### config.mk
export PLATFORM = sky130hd
export DESIGN_NAME = ysyx_23060236_axi_arbiter
export DESIGN_NICKNAME = d
export VERILOG_FILES = /design/src/rtl/ysyx_23060236_axi_pkg.sv /design/src/rtl/ysyx_23060236_rr_arbiter2.sv /design/src/rtl/ysyx_23060236_axi_arbiter.sv
export SDC_FILE = /design/constraint.sdc
export NUM_CORES = 1
export LEC_CHECK = 0
export ABC_AREA = 1
export ABC_CLOCK_PERIOD_IN_PS = 1460
export CAP_MARGIN = 25
export CELL_PAD_IN_SITES_DETAIL_PLACEMENT = 0
export CELL_PAD_IN_SITES_GLOBAL_PLACEMENT = 1
export CORE_AREA = 2 2 177 179
export CTS_BUF_LIST = sky130_fd_sc_hd__clkbuf_4
export DETAILED_ROUTE_END_ITERATION = 6
export DIE_AREA = 0 0 179 181
export GPL_ROUTABILITY_DRIVEN = 0
export PLACE_DENSITY_LB_ADDON = 0.12
export SYNTH_ARGS = -nofsm -noshare
export SYNTH_HDL_FRONTEND = slang
export SYNTH_SLANG_ARGS = --single-unit
export TNS_END_PERCENT = 10
### constraint.sdc
create_clock -name clock -period 1.46 [get_ports clock]
set_input_delay 0.146 -clock clock [delete_from_list [all_inputs] [get_ports clock]]
set_output_delay 0.146 -clock clock [all_outputs]
set_load 0.05 [all_outputs]
### src/rtl/ysyx_23060236_axi_pkg.sv
// ---------------------------------------------------------------------------
// ysyx_23060236_axi_pkg
// Shared definitions for the IFU/LSU -> MMU AXI4 arbiter:
//   - arb_state_e : arbiter FSM state encoding
//   - owner_e     : which master currently owns the downstream port
//   - default AXI IDs for the IFU and LSU masters
//   - AXI burst / response code constants
// ---------------------------------------------------------------------------
package ysyx_23060236_axi_pkg;

  typedef enum logic [2:0] {
    ST_IDLE  = 3'd0,
    ST_RD_AR = 3'd1,
    ST_RD_R  = 3'd2,
    ST_WR    = 3'd3,
    ST_WR_B  = 3'd4
  } arb_state_e;

  typedef enum logic {
    OWNER_IFU = 1'b0,
    OWNER_LSU = 1'b1
  } owner_e;

  localparam logic [3:0] IFU_ID_DEFAULT = 4'd0;
  localparam logic [3:0] LSU_ID_DEFAULT = 4'd1;

  localparam logic [1:0] AXI_BURST_INCR  = 2'b01;
  localparam logic [1:0] AXI_RESP_OKAY   = 2'b00;
  localparam logic [1:0] AXI_RESP_SLVERR = 2'b10;

endpackage

### src/rtl/ysyx_23060236_rr_arbiter2.sv
// ---------------------------------------------------------------------------
// ysyx_23060236_rr_arbiter2
// Two-way round-robin pick between the IFU and the LSU.
// Ports:
//   req_ifu_i  - IFU has a pending request
//   req_lsu_i  - LSU has a pending request
//   last_lsu_i - the previous grant went to the LSU
//   gnt_ifu_o  - IFU wins this cycle
//   gnt_lsu_o  - LSU wins this cycle
// A lone requester always wins; on a tie the master that was not served
// last wins. At most one grant is ever asserted.
// ---------------------------------------------------------------------------
module ysyx_23060236_rr_arbiter2 (
  input  logic req_ifu_i,
  input  logic req_lsu_i,
  input  logic last_lsu_i,
  output logic gnt_ifu_o,
  output logic gnt_lsu_o
);

  assign gnt_ifu_o = req_ifu_i & (~req_lsu_i | last_lsu_i);
  assign gnt_lsu_o = req_lsu_i & (~req_ifu_i | ~last_lsu_i);

endmodule

### src/rtl/ysyx_23060236_axi_arbiter.sv
// ---------------------------------------------------------------------------
// ysyx_23060236_axi_arbiter
// Shares the single core memory port between the IFU (read only) and the
// LSU (read and write). One transaction is outstanding at a time; the grant
// is round-robin and is held from address acceptance until the last
// response (R with rlast, or B).
// Ports:
//   clock, reset          - clock; asynchronous active-low reset
//   ifu_ar*/ifu_r*        - IFU read address / read data channels
//   lsu_ar*/lsu_r*        - LSU read address / read data channels
//   lsu_aw*/lsu_w*/lsu_b* - LSU write address / data / response channels
//   io_master_*           - downstream AXI4 master port (to MMU v_io_master)
// Address/len/size/burst/ID are captured into registers at the grant and
// driven downstream from those registers; data and responses pass through
// combinationally and are routed by the owner register, not by RID/BID.
// ---------------------------------------------------------------------------
module ysyx_23060236_axi_arbiter
  import ysyx_23060236_axi_pkg::*;
#(
  parameter logic [3:0] IFU_ID = IFU_ID_DEFAULT,
  parameter logic [3:0] LSU_ID = LSU_ID_DEFAULT
) (
  input  logic        clock,
  input  logic        reset,
  // IFU read address / data
  input  logic        ifu_arvalid,
  output logic        ifu_arready,
  input  logic [31:0] ifu_araddr,
  input  logic [7:0]  ifu_arlen,
  input  logic [2:0]  ifu_arsize,
  input  logic [1:0]  ifu_arburst,
  output logic        ifu_rvalid,
  input  logic        ifu_rready,
  output logic [31:0] ifu_rdata,
  output logic [1:0]  ifu_rresp,
  output logic        ifu_rlast,
  // LSU read address / data
  input  logic        lsu_arvalid,
  output logic        lsu_arready,
  input  logic [31:0] lsu_araddr,
  input  logic [7:0]  lsu_arlen,
  input  logic [2:0]  lsu_arsize,
  input  logic [1:0]  lsu_arburst,
  output logic        lsu_rvalid,
  input  logic        lsu_rready,
  output logic [31:0] lsu_rdata,
  output logic [1:0]  lsu_rresp,
  output logic        lsu_rlast,
  // LSU write address / data / response
  input  logic        lsu_awvalid,
  output logic        lsu_awready,
  input  logic [31:0] lsu_awaddr,
  input  logic [7:0]  lsu_awlen,
  input  logic [2:0]  lsu_awsize,
  input  logic [1:0]  lsu_awburst,
  input  logic        lsu_wvalid,
  output logic        lsu_wready,
  input  logic [31:0] lsu_wdata,
  input  logic [3:0]  lsu_wstrb,
  input  logic        lsu_wlast,
  output logic        lsu_bvalid,
  input  logic        lsu_bready,
  output logic [1:0]  lsu_bresp,
  // Downstream AXI4 master
  input  logic        io_master_awready,
  output logic        io_master_awvalid,
  output logic [3:0]  io_master_awid,
  output logic [31:0] io_master_awaddr,
  output logic [7:0]  io_master_awlen,
  output logic [2:0]  io_master_awsize,
  output logic [1:0]  io_master_awburst,
  input  logic        io_master_wready,
  output logic        io_master_wvalid,
  output logic [31:0] io_master_wdata,
  output logic [3:0]  io_master_wstrb,
  output logic        io_master_wlast,
  output logic        io_master_bready,
  input  logic        io_master_bvalid,
  input  logic [1:0]  io_master_bresp,
  input  logic [3:0]  io_master_bid,
  input  logic        io_master_arready,
  output logic        io_master_arvalid,
  output logic [3:0]  io_master_arid,
  output logic [31:0] io_master_araddr,
  output logic [7:0]  io_master_arlen,
  output logic [2:0]  io_master_arsize,
  output logic [1:0]  io_master_arburst,
  output logic        io_master_rready,
  input  logic        io_master_rvalid,
  input  logic [1:0]  io_master_rresp,
  input  logic [31:0] io_master_rdata,
  input  logic        io_master_rlast,
  input  logic [3:0]  io_master_rid
);

  arb_state_e  state_q, state_d;
  owner_e      owner_q, owner_d;
  logic        last_lsu_q, last_lsu_d;
  logic        aw_done_q, aw_done_d;
  logic        w_done_q, w_done_d;
  // One address set serves both AR and AW: only one transaction is live.
  logic [31:0] addr_q, addr_d;
  logic [7:0]  len_q, len_d;
  logic [2:0]  size_q, size_d;
  logic [1:0]  burst_q, burst_d;
  logic [3:0]  id_q, id_d;

  logic        ifu_req, lsu_req;
  logic        gnt_ifu, gnt_lsu;
  logic        aw_fire, w_last_fire;

  // Response IDs are not needed: the owner register already knows the target.
  logic        unused_ids;
  assign unused_ids = ^{io_master_rid, io_master_bid};

  assign ifu_req = ifu_arvalid;
  assign lsu_req = lsu_awvalid | lsu_arvalid;

  ysyx_23060236_rr_arbiter2 u_rr (
    .req_ifu_i  (ifu_req),
    .req_lsu_i  (lsu_req),
    .last_lsu_i (last_lsu_q),
    .gnt_ifu_o  (gnt_ifu),
    .gnt_lsu_o  (gnt_lsu)
  );

  // Address-side outputs come straight from the capture registers.
  assign io_master_araddr  = addr_q;
  assign io_master_arlen   = len_q;
  assign io_master_arsize  = size_q;
  assign io_master_arburst = burst_q;
  assign io_master_arid    = id_q;
  assign io_master_awaddr  = addr_q;
  assign io_master_awlen   = len_q;
  assign io_master_awsize  = size_q;
  assign io_master_awburst = burst_q;
  assign io_master_awid    = id_q;

  // Payload pass-through; validity is controlled in the FSM below.
  assign io_master_wdata = lsu_wdata;
  assign io_master_wstrb = lsu_wstrb;
  assign io_master_wlast = lsu_wlast;
  assign ifu_rdata       = io_master_rdata;
  assign ifu_rresp       = io_master_rresp;
  assign ifu_rlast       = io_master_rlast;
  assign lsu_rdata       = io_master_rdata;
  assign lsu_rresp       = io_master_rresp;
  assign lsu_rlast       = io_master_rlast;
  assign lsu_bresp       = io_master_bresp;

  always_comb begin
    state_d           = state_q;
    owner_d           = owner_q;
    last_lsu_d        = last_lsu_q;
    aw_done_d         = aw_done_q;
    w_done_d          = w_done_q;
    addr_d            = addr_q;
    len_d             = len_q;
    size_d            = size_q;
    burst_d           = burst_q;
    id_d              = id_q;
    aw_fire           = 1'b0;
    w_last_fire       = 1'b0;
    ifu_arready       = 1'b0;
    lsu_arready       = 1'b0;
    lsu_awready       = 1'b0;
    ifu_rvalid        = 1'b0;
    lsu_rvalid        = 1'b0;
    lsu_wready        = 1'b0;
    lsu_bvalid        = 1'b0;
    io_master_arvalid = 1'b0;
    io_master_rready  = 1'b0;
    io_master_awvalid = 1'b0;
    io_master_wvalid  = 1'b0;
    io_master_bready  = 1'b0;

    unique case (state_q)
      ST_IDLE: begin
        if (gnt_ifu) begin
          ifu_arready = 1'b1;
          addr_d      = ifu_araddr;
          len_d       = ifu_arlen;
          size_d      = ifu_arsize;
          burst_d     = ifu_arburst;
          id_d        = IFU_ID;
          owner_d     = OWNER_IFU;
          last_lsu_d  = 1'b0;
          state_d     = ST_RD_AR;
        end else if (gnt_lsu) begin
          id_d       = LSU_ID;
          owner_d    = OWNER_LSU;
          last_lsu_d = 1'b1;
          // A pending write takes precedence over a pending LSU read.
          if (lsu_awvalid) begin
            lsu_awready = 1'b1;
            addr_d      = lsu_awaddr;
            len_d       = lsu_awlen;
            size_d      = lsu_awsize;
            burst_d     = lsu_awburst;
            aw_done_d   = 1'b0;
            w_done_d    = 1'b0;
            state_d     = ST_WR;
          end else begin
            lsu_arready = 1'b1;
            addr_d      = lsu_araddr;
            len_d       = lsu_arlen;
            size_d      = lsu_arsize;
            burst_d     = lsu_arburst;
            state_d     = ST_RD_AR;
          end
        end
      end

      ST_RD_AR: begin
        io_master_arvalid = 1'b1;
        if (io_master_arready) begin
          state_d = ST_RD_R;
        end
      end

      ST_RD_R: begin
        if (owner_q == OWNER_IFU) begin
          ifu_rvalid       = io_master_rvalid;
          io_master_rready = ifu_rready;
        end else begin
          lsu_rvalid       = io_master_rvalid;
          io_master_rready = lsu_rready;
        end
        if (io_master_rvalid && io_master_rready && io_master_rlast) begin
          state_d = ST_IDLE;
        end
      end

      ST_WR: begin
        // AW and W progress independently; W is cut off after its last beat.
        io_master_awvalid = ~aw_done_q;
        io_master_wvalid  = lsu_wvalid & ~w_done_q;
        lsu_wready        = io_master_wready & ~w_done_q;
        aw_fire           = ~aw_done_q & io_master_awready;
        w_last_fire       = ~w_done_q & lsu_wvalid & io_master_wready & lsu_wlast;
        if (aw_fire) begin
          aw_done_d = 1'b1;
        end
        if (w_last_fire) begin
          w_done_d = 1'b1;
        end
        if ((aw_done_q | aw_fire) && (w_done_q | w_last_fire)) begin
          aw_done_d = 1'b0;
          w_done_d  = 1'b0;
          state_d   = ST_WR_B;
        end
      end

      ST_WR_B: begin
        lsu_bvalid       = io_master_bvalid;
        io_master_bready = lsu_bready;
        if (io_master_bvalid && lsu_bready) begin
          state_d = ST_IDLE;
        end
      end

      default: begin
        state_d = ST_IDLE;
      end
    endcase
  end

  always_ff @(posedge clock or negedge reset) begin
    if (!reset) begin
      state_q    <= ST_IDLE;
      owner_q    <= OWNER_IFU;
      last_lsu_q <= 1'b1;
      aw_done_q  <= 1'b0;
      w_done_q   <= 1'b0;
      addr_q     <= 32'd0;
      len_q      <= 8'd0;
      size_q     <= 3'd0;
      burst_q    <= 2'd0;
      id_q       <= 4'd0;
    end else begin
      state_q    <= state_d;
      owner_q    <= owner_d;
      last_lsu_q <= last_lsu_d;
      aw_done_q  <= aw_done_d;
      w_done_q   <= w_done_d;
      addr_q     <= addr_d;
      len_q      <= len_d;
      size_q     <= size_d;
      burst_q    <= burst_d;
      id_q       <= id_d;
    end
  end

endmodule

==> qor.txt, run 1 <==
P&R area growth vs syn: 54.4%
Die ar.: 32400 µm²
Site Rows: 64
First-pass GRT wire length: 26200 µm
Max Root-Sink Buffers: 2
Internal power: 6.45 mW
Final hold slack: 255 ps
Worst Setup Path Type: flop to primary output
Starting DRT DRC Count: 150
Largest net degree at the start of global routing: 34
Syn Inst Count: 597
Ports: 450
Clock Power Share: 6.2%
Vias per cell: 3.66
CTS clk-pin slew, worst paths: 200 ps
Crit share post-route: 125%
Starting Density: 14.1%
Final Hold Fails: 0
Hold Crit Endpoint: aw_done_q
Tot GR Track Use: 10.8%
Core area: 30300 µm²
PD cells: 2310 nW/µm²
WP data required: 1310 ps
Slew Viols, Final: 0
CTS Buf Count: 5
Worst skew pair latency: 420 ps
H-tree depth: 2
Via Count: 4075
Share of the synthesized area in the top cell type: 29.8%
Antenna-violating nets left: 0
Setup violations, final: 41
Mapped Area: 4290 µm²
Synth Register Bits: 52
VDD IR-drop max: 941 µV
Cells on worst reg2reg path: 9
Run status: finished, violations left
Max Fclk: 549 MHz
Register share of total power: 19.1%
Layout cell share with drive strength beyond 1: 26.2%
CTS tree: done
Cell taking the most area after synthesis: dfrtp_1
Tmin final: 1820 ps
Vias in the first global route: 4152
Reg2reg start: state_q[1]
Synth top area cells: dfrtp_1 30%, buf_4 28%, nand2_1 18%
Unrepaired setup endpoints after global routing: yes
P_sw: 8.81 mW
Syn Area/Cell: 7.18 µm²
CTS Root Cell: clkbuf_4
Cell Count Post-Placement: 1097
Fin nets: 945
Placed instance area: 6380 µm²
Finished Cell Area: 6620 µm²
Max cap viols: 0
WHS Path Cells: 5
CP arrival: 1680 ps
Total Power: 15.3 mW
Antenna violations before repair: 1
Hold Path Class: input pin to flop
Yosys warnings: 0
Setup slack after layout: -362 ps
Combinational share of power: 74.8%
DP Wirelength: 14400 µm
Clk_skew: 23.7 ps
Post-synth cell types: 22
Clock sink total: 52
CP startpoint kind: flop
Failing checks: negative setup slack
Die Height: 181 µm
Seq/Total Area, Yosys: 30.4%
Largest fanout on the critical path: 4
Post-Route Utilization: 21.8%
Layout Cells excl Fill: 1112
DR WL/cell: 16.3 µm
Detailed-route DRC error count: 0
DIE WIDTH: 179 µm
End of the worst register-to-register path: io_master_arburst[0]
IO buf count: 257
Switching share of power: 57.7%
Leakage: 3.06 nW
Total congestion overflow: 0
Setup TNS: -3670 ps
Reg-to-reg slack, setup: -40 ps
Worst setup EP type: primary output
Total Wirelength: 18200 µm
Worst slack, placed: -282 ps
DR pass1 iterations: 4
Hold_sp: lsu_awvalid
power by group through the flow:
| stage | combinational [mW] | sequential, mW | clock [mW] |
|---|---|---|---|
| global route | 12.1 | 3.05 | 1.06 |
| detailed placement | 11.3 | 2.95 | 0 |
| CTS | 11.5 | 2.94 | 1.03 |
| floorplan | 6.51 | 4.84 | 0 |
| finish | 11.4 | 2.91 | 0.941 |
| global placement | 11.3 | 2.94 | 0 |
cells in the mapped netlist:
master / instances
nor2_4: 2
clkbuf_1: 9
inv_1: 14
o21ai_0: 2
nand3_1: 53
nor3_1: 3
nand4_1: 3
o211ai_1: 45
buf_2: 16
a21oi_1: 5
dfrtp_1: 51
buf_6: 3
buf_4: 162
nor3_2: 1
dfstp_2: 1
conb_1: 1
nor2_2: 2
or2_2: 1
or2_1: 1
nand2_1: 208
nor2_1: 10
inv_2: 4
state kept, by name, indices dropped and copies added (netlist names):
signal	flops
aw_done_q	1
io_master_araddr	32
io_master_arburst	2
io_master_arid	1
io_master_arlen	8
io_master_arsize	3
last_lsu_q	1
state_q	3
w_done_q	1
critical path: stages, from the launching register on:
cell	delay, ps
dfrtp_2	470
nor3_2	180
buf_4	140
inv_1	100
nor3_2	200
buf_12	170
cell type report:
| type | count | area, µm² |
|---|---|---|
| antenna | 1 | 2.50 |
| clock buffer | 5 | 37.5 |
| clock inverter | 3 | 42.5 |
| fill | 3361 | 23700 |
| inverter | 18 | 70.1 |
| multi-input combinational | 342 | 1680 |
| sequential | 52 | 1310 |
| tap | 396 | 495 |
| timing repair buffer | 295 | 2980 |
logic make-up (layout without fill, tap and decap cells):
| kind of cell | after synthesis | in the layout | share of synthesized area (%) |
|---|---|---|---|
| and+or+nand+nor | 284 | 284 | 27.4 |
| DFF | 52 | 52 | 30.4 |
| buffers and inverters | 208 | 321 | 33.4 |
| other | 1 | 7 | 0.0875 |
| AOI/OAI and AO/OA | 52 | 52 | 8.70 |
repair_timing:
item,CTS,global route
pin swaps,1,3
hold endpoints to repair,51,0
buffers inserted,5,0
resized for setup,22,9
endpoints found under the setup margin,59,64
gates cloned,0,0
hold buffers,1,0
placed cells by master, fill, tap and decap left out, types with 2 or more instances in the layout:
cell type / netlist / final
clkbuf_4: 0 / 5
nor2_1: 10 / 2
a21oi_1: 5 / 4
buf_2: 16 / 2
nor3_2: 1 / 3
o21ai_0: 2 / 2
buf_4: 162 / 111
clkdlybuf4s50_1: 0 / 148
inv_1: 14 / 11
dfrtp_1: 51 / 48
inv_2: 4 / 6
nand2_4: 0 / 3
nor2_4: 2 / 10
nand4_1: 3 / 3
dfrtp_2: 0 / 3
o211ai_1: 45 / 45
nor2_2: 2 / 2
conb_1: 1 / 6
nand2_1: 208 / 205
buf_12: 0 / 31
nand3_1: 53 / 52
buf_6: 3 / 2
metal layers:
layer,up-vias,GRT usage (%),wire length (µm)
met5,-,0,0
met4,0,3.54,436
met3,32,2.93,1510
met2,203,19.2,8960
met1,1859,12.5,7270
li1,1981,-,-
how the worst max path moves through the flow:
stage / from / to / slack, ps / depth (start not counted)
3_3_place_gp: lsu_arvalid / io_master_arlen[1] / -250 / 7
2_1_floorplan: state_q[0] / io_master_awvalid / -170 / 4
6_report: state_q[2] / lsu_rvalid / -360 / 5
3_5_place_dp: lsu_arvalid / io_master_arlen[1] / -280 / 7
5_1_grt: state_q[2] / lsu_rvalid / -480 / 5
4_1_cts: state_q[1] / lsu_rvalid / -450 / 6
No activity file was read; power rests on OpenSTA's default activity.
==> inputs of run 2 (changes only) <==
--- a/config.mk
+++ b/config.mk
@@ -15,7 +15,7 @@
 export DETAILED_ROUTE_END_ITERATION = 6
 export DIE_AREA = 0 0 179 181
 export GPL_ROUTABILITY_DRIVEN = 0
-export PLACE_DENSITY_LB_ADDON = 0.12
+export PLACE_DENSITY_LB_ADDON = 0.3
 export SYNTH_ARGS = -nofsm -noshare
 export SYNTH_HDL_FRONTEND = slang
 export SYNTH_SLANG_ARGS = --single-unit
==> run 2 against run 1 <==
- the flow still finishes with violations (negative setup slack)
- wire length down 1.9%
- sequential share of layout area down 0.28 points
- count of clock-buffer cells in the layout up 2
- die area unchanged
==> qor.txt, run 2 (synthesis results as in run 1) <==
Run status: finished, violations left
Failing checks: negative setup slack
PD cells: 2300 nW/µm² (-0.29%)
Top Layer Used: met4
VDD IR-drop max: 1130 µV (+20%)
Leakage: 3.07 nW (+0.47%)
Core area: 30300 µm² (unchanged)
Worst setup EP type: primary output
Total congestion overflow: 0 (unchanged)
CTS tree: done
Wl on met1: 6360 µm (-13%)
Setup violations, final: 59 (+44%)
Vias in the first global route: 4016 (-3.3%)
Max reg flops: 32 (unchanged)
Detailed-routed wire length on met3: 1600 µm (+5.9%)
Max Root-Sink Buffers: 2 (unchanged)
H-tree depth: 2 (unchanged)
IO buf count: 257 (unchanged)
Max Fclk: 563 MHz (+2.5%)
Final Hold Fails: 0 (unchanged)
Post-Route Utilization: 22.1% (+0.28 points)
Total Power: 15.4 mW (+0.98%)
Fin nets: 941 (-0.42%)
Crit-path slowest cell: dfrtp_1
Ports: 450 (unchanged)
Crit share post-route: 122% (-3.0 points)
CTS Buf Count: 5 (unchanged)
CP startpoint kind: flop
Commonest cells after routing, fill and taps aside: 199 x nand2_1, 148 x clkdlybuf4s50_1, 96 x buf_4, 52 x nand3_1, 50 x dfrtp_1
Site Rows: 64 (unchanged)
CTS clk-pin slew, worst paths: 180 ps (-20 ps)
Antenna-violating nets left: 0 (unchanged)
Slew Viols, Final: 0 (unchanged)
Tmin final: 1780 ps (-44.4 ps)
Vias per cell: 3.63 (-1.0%)
Setup slack after layout: -317 ps (+44.4 ps)
Layout cell share with drive strength beyond 1: 26.3% (+0.15 points)
DR WL met2: 9490 µm (+5.8%)
DR WL/cell: 16.1 µm (-1.5%)
Largest net degree at the start of global routing: 53 (+56%)
Critical path's largest stage delay: 440 ps (-30 ps)
Critical path's most frequent cell: buf_6
Starting Density: 14.1% (unchanged)
Worst Setup Path Type: flop to primary output
WP data required: 1310 ps (about the same)
DP Wirelength: 13800 µm (-3.8%)
Total Wirelength: 17800 µm (-1.9%)
P&R area growth vs syn: 56.3%
Clock sink total: 52 (unchanged)
First-pass GRT wire length: 25400 µm (-3.0%)
Tot GR Track Use: 10.4% (-0.40 points)
Final hold slack: 192 ps (-63.0 ps)
Largest fanout on the critical path: 4 (unchanged)
DIE WIDTH: 179 µm (unchanged)
Antenna violations before repair: 1 (unchanged)
Die ar.: 32400 µm² (unchanged)
DR pass1 iterations: 4 (unchanged)
Starting DRT DRC Count: 142 (-5.3%)
CP arrival: 1630 ps (-50 ps)
Via Count: 4018 (-1.4%)
Critical path cell sequence: buf_6 > nor3_4 > inv_2 > nor2_4 > buf_6 > buf_12
Commonest non-fill, non-tap cell in the layout: nand2_1
Detailed-route DRC error count: 0 (unchanged)
CTS Root Cell: clkbuf_4
Clk_skew: 19.8 ps (-3.94 ps)
Unrepaired setup endpoints after global routing: yes
Worst skew pair latency: 410 ps (about the same)
Max cap viols: 0 (unchanged)
Die Height: 181 µm (unchanged)
Hold Path Class: input pin to flop
Reg-to-reg slack, setup: -90 ps (-50 ps)
-- run 2: cell types whose count changed in the layout (fill, tap and decap cells not counted), sizes merged --
cell / previous run / this run
buf: 146 / 140
clkbuf: 5 / 9
clkinvlp: 1 / 0
bufinv: 1 / 0
-- run 2: power breakdown --
group	switching (mW)	leakage [nW]	internal [mW]	total (mW)
registers	0.822	0.636	2.17	2.99
clock network	0.532	0.0338	0.224	0.756
logic	7.54	2.40	4.13	11.7
total	8.89	3.07	6.52	15.4
-- run 2: what timing repair did --
action | in CTS | in global routing
cloned | 0 | 2
setup endpoints to repair | 33 | 63
pin swaps | 9 | 20
endpoints found under the hold margin | 52 | 0
buffers inserted | 2 | 3
resized for setup | 26 | 12
hold buffers | 1 | 0
-- run 2: final cells by class --
class	instances	area, µm²
fillers	3352	23700
repair buffers	291	3070
multi-input cells	342	1700
flip-flops and latches	52	1300
well taps	396	495
inverters	18	70.1
clock buffers	7	52.6
clock inverters	1	3.75
diodes	1	2.50
-- run 2: path summary, 6_finish.rpt --
| check | startpoint | end | depth (start not counted) |
|---|---|---|---|
| min reg2reg | io_master_araddr[18] | io_master_araddr[18] | 2 |
| min | lsu_awvalid | w_done_q | 5 |
| max | state_q[2] | lsu_wready | 6 |
| max in group asynchronous | reset | last_lsu_q | 3 |
| max reg2reg | state_q[1] | io_master_arlen[6] | 8 |
| min in group asynchronous | reset | io_master_araddr[1] | 3 |
-- run 2: critical path, delay by kind of cell, from the launching register on --
family	cells	cell delay, ps
buffers and inverters	4	480
DFF	1	440
and+or+nand+nor	2	310
-- run 2: through the flow --
| step | setup WS (ps) | cells | TNS (ps) | cell area [µm²] |
|---|---|---|---|---|
| global placement | -229 | 1091 | -7570 | 6410 |
| finish | -317 | 1108 | -5700 | 6700 |
| global route | -445 | 1108 | -13690 | 6700 |
| CTS | -403 | 1102 | -4130 | 6580 |
| floorplan | -173 | 602 | -979 | 4320 |
| detailed placement | -219 | 1091 | -7290 | 6410 |
-- run 2: per-layer routing --
metal / GRT usage [%] / up-vias
met4: 3.41 / 0
met2: 19.6 / 203
met1: 10.8 / 1800
met5: 0 / -
li1: - / 1976
met3: 3.20 / 39
==> inputs of run 3 (changes only) <==
--- a/config.mk
+++ b/config.mk
@@ -7,7 +7,7 @@
 export LEC_CHECK = 0
 export ABC_AREA = 1
 export ABC_CLOCK_PERIOD_IN_PS = 1460
-export CAP_MARGIN = 25
+export CAP_MARGIN = 10
 export CELL_PAD_IN_SITES_DETAIL_PLACEMENT = 0
 export CELL_PAD_IN_SITES_GLOBAL_PLACEMENT = 1
 export CORE_AREA = 2 2 177 179
@@ -16,6 +16,7 @@
 export DIE_AREA = 0 0 179 181
 export GPL_ROUTABILITY_DRIVEN = 0
 export PLACE_DENSITY_LB_ADDON = 0.3
+export SETUP_SLACK_MARGIN = 0.3
 export SYNTH_ARGS = -nofsm -noshare
 export SYNTH_HDL_FRONTEND = slang
 export SYNTH_SLANG_ARGS = --single-unit
==> run 3 against run 2 <==
- the run still ends with negative setup slack left
- sequential cell count did not move
- register-to-register slack got worse by 100 ps
- final area is 11% higher
- total power increased by 15%
- sequential power rose by 6.7%
- via count grew 4.7%
- core utilization increased by 2.5 points
- count of clock-buffer cells in the layout fell by 2
- clock skew down 1.0 ps
- hold slack better by 41 ps
- clock power increased by 27%
- critical endpoint is now lsu_arready
- largest power group unchanged
==> qor.txt, run 3 (synthesis results as in run 1) <==
Worst skew pair latency: 430 ps (+20 ps)
IO buf count: 257 (unchanged)
Reg2reg start: state_q[0]
Max cap viols: 0 (unchanged)
DR pass1 iterations: 4 (unchanged)
Clk_skew: 18.8 ps (-1.02 ps)
Largest fanout on the critical path: 5 (+1)
Worst Setup SP: state_q[0]
P&R area growth vs syn: 73.8%
Finished Cell Area: 7450 µm² (+11%)
CP startpoint kind: flop
Max Root-Sink Buffers: 2 (unchanged)
DR WL/cell: 17.5 µm (+8.7%)
Fillers: 3313 (-1.2%)
Crit share post-route: 121% (-0.50 points)
Layout Cells excl Fill: 1132 (+2.2%)
Max reg flops: 32 (unchanged)
CTS clk-pin slew, worst paths: 200 ps (+20 ps)
Site Rows: 64 (unchanged)
Starting DRT DRC Count: 141 (-0.70%)
Met1 Use GR: 13.1% (+2.4 points)
Slew Viols, Final: 0 (unchanged)
VDD IR-drop max: 972 µV (-14%)
Placed instance area: 6630 µm² (+3.4%)
Clock sink total: 52 (unchanged)
Total congestion overflow: 0 (unchanged)
CTS tree: done
Antenna violations before repair: 1 (unchanged)
Setup slack after layout: -310 ps (+7.31 ps)
Setup violations, final: 60 (+1.7%)
Layout cell share with drive strength beyond 1: 29.8% (+3.5 points)
Core area: 30300 µm² (unchanged)
Commonest cells after routing, fill and taps aside: 204 x nand2_1, 148 x clkdlybuf4s50_1, 86 x buf_6, 52 x nand3_1
Via Count: 4207 (+4.7%)
Commonest non-fill, non-tap cell in the layout: nand2_1
First-pass GRT wire length: 28200 µm (+11%)
Cell Count Post-Placement: 1103 (+1.1%)
Tot GR Track Use: 11.8% (+1.3 points)
Total Wirelength: 19800 µm (+11%)
Most Crowded Layer GR: met2
DIE WIDTH: 179 µm (unchanged)
Total Power: 17.8 mW (+15%)
Worst Setup Path Type: flop to primary output
Vias per cell: 3.72 (+2.5%)
Final Hold Fails: 0 (unchanged)
H-tree depth: 2 (unchanged)
Failing checks: negative setup slack
Unrepaired setup endpoints after global routing: yes
Antenna-violating nets left: 0 (unchanged)
Tmin final: 1770 ps (-7.31 ps)
Grt met2 use: 21.3% (+1.6 points)
Worst setup EP type: primary output
Max Fclk: 565 MHz (+0.41%)
WP data required: 1310 ps (about the same)
Leakage: 3.36 nW (+9.4%)
Largest net degree at the start of global routing: 53 (unchanged)
Starting Density: 14.1% (unchanged)
GR Util met3: 2.71% (-0.48 points)
Run status: finished, violations left
DP Wirelength: 14400 µm (+4.1%)
Hold Path Class: input pin to asynchronous set/reset pin
CTS Root Cell: clkbuf_4
Die Height: 181 µm (unchanged)
Detailed-route DRC error count: 0 (unchanged)
CTS Buf Count: 5 (unchanged)
PD cells: 2380 nW/µm² (+3.6%)
Fin nets: 965 (+2.6%)
Vias in the first global route: 4418 (+10%)
CP arrival: 1620 ps (about the same)
Die ar.: 32400 µm² (unchanged)
Ports: 450 (unchanged)
-- run 3: cell count changes in the layout (fill, tap and decap cells not counted), moves of 6 or more --
cell / delta
dfrtp_2: +8
buf_12: +8
buf_4: -71
dfrtp_1: -8
buf_6: +81
nand2_2: -6
-- run 3: path summary, 6_finish.rpt --
check,end,cells after the start,slack [ps]
hold / removal,io_master_araddr[5],3,230
max in group asynchronous,last_lsu_q,3,920
hold reg to reg,io_master_araddr[4],2,580
min in group clock,state_q[1],6,260
setup / recovery,lsu_arready,6,-310
setup reg to reg,io_master_araddr[21],10,-190
-- run 3: metal layers --
layer	wire (µm)	vias up	part of all wire, %
met3	1420	50	7.1
met4	671	0	3.4
met2	10300	194	52
met1	7450	1937	38
met5	0	-	0
li1	-	2026	-
-- run 3: critical path: stages, from the launching register on --
cell	delay, ps
dfrtp_2	490
buf_4	160
nor2_4	120
inv_2	60
buf_6	120
nor2_4	120
buf_12	140
-- run 3: where the power goes --
part / switching (mW) / leakage [nW] / total, mW / internal, mW
Sequential: 1.00 / 0.627 / 3.19 / 2.19
Clock: 0.601 / 0.0412 / 0.958 / 0.357
Combinational: 7.94 / 2.69 / 13.6 / 5.67
Total: 9.54 / 3.36 / 17.8 / 8.21
-- run 3: area by class of cell --
type	count	area (µm²)	area share, %
clock inverters	3	42.5	0.571
well taps	396	495	6.65
clock buffers	5	37.5	0.504
flip-flops and latches	52	1310	17.6
repair buffers	315	3760	50.5
multi-input cells	342	1720	23.1
diodes	1	2.50	0.0336
inverters	18	72.6	0.974
-- run 3: through the flow --
step / TNS (ps) / setup slack (ps) / utilization [%] / hold slack [ps]
global route: -15870 / -407 / 24.5 / 209
detailed placement: -10900 / -266 / 21.8 / 187
finish: -10470 / -310 / 24.5 / 233
global placement: -10140 / -244 / 21.8 / 185
CTS: -7990 / -364 / 24.0 / 203
floorplan: 0 / 68.1 / - / -150
-- run 3: what timing repair did --
| item | 4_1_cts | 5_1_grt |
|---|---|---|
| hold buffers | 1 | 0 |
| endpoints found under the setup margin | 156 | 156 |
| endpoints found under the hold margin | 52 | 0 |
| buffers inserted | 8 | 5 |
| gates cloned | 4 | 2 |
| gates resized for setup | 104 | 29 |
| pin swaps | 6 | 14 |
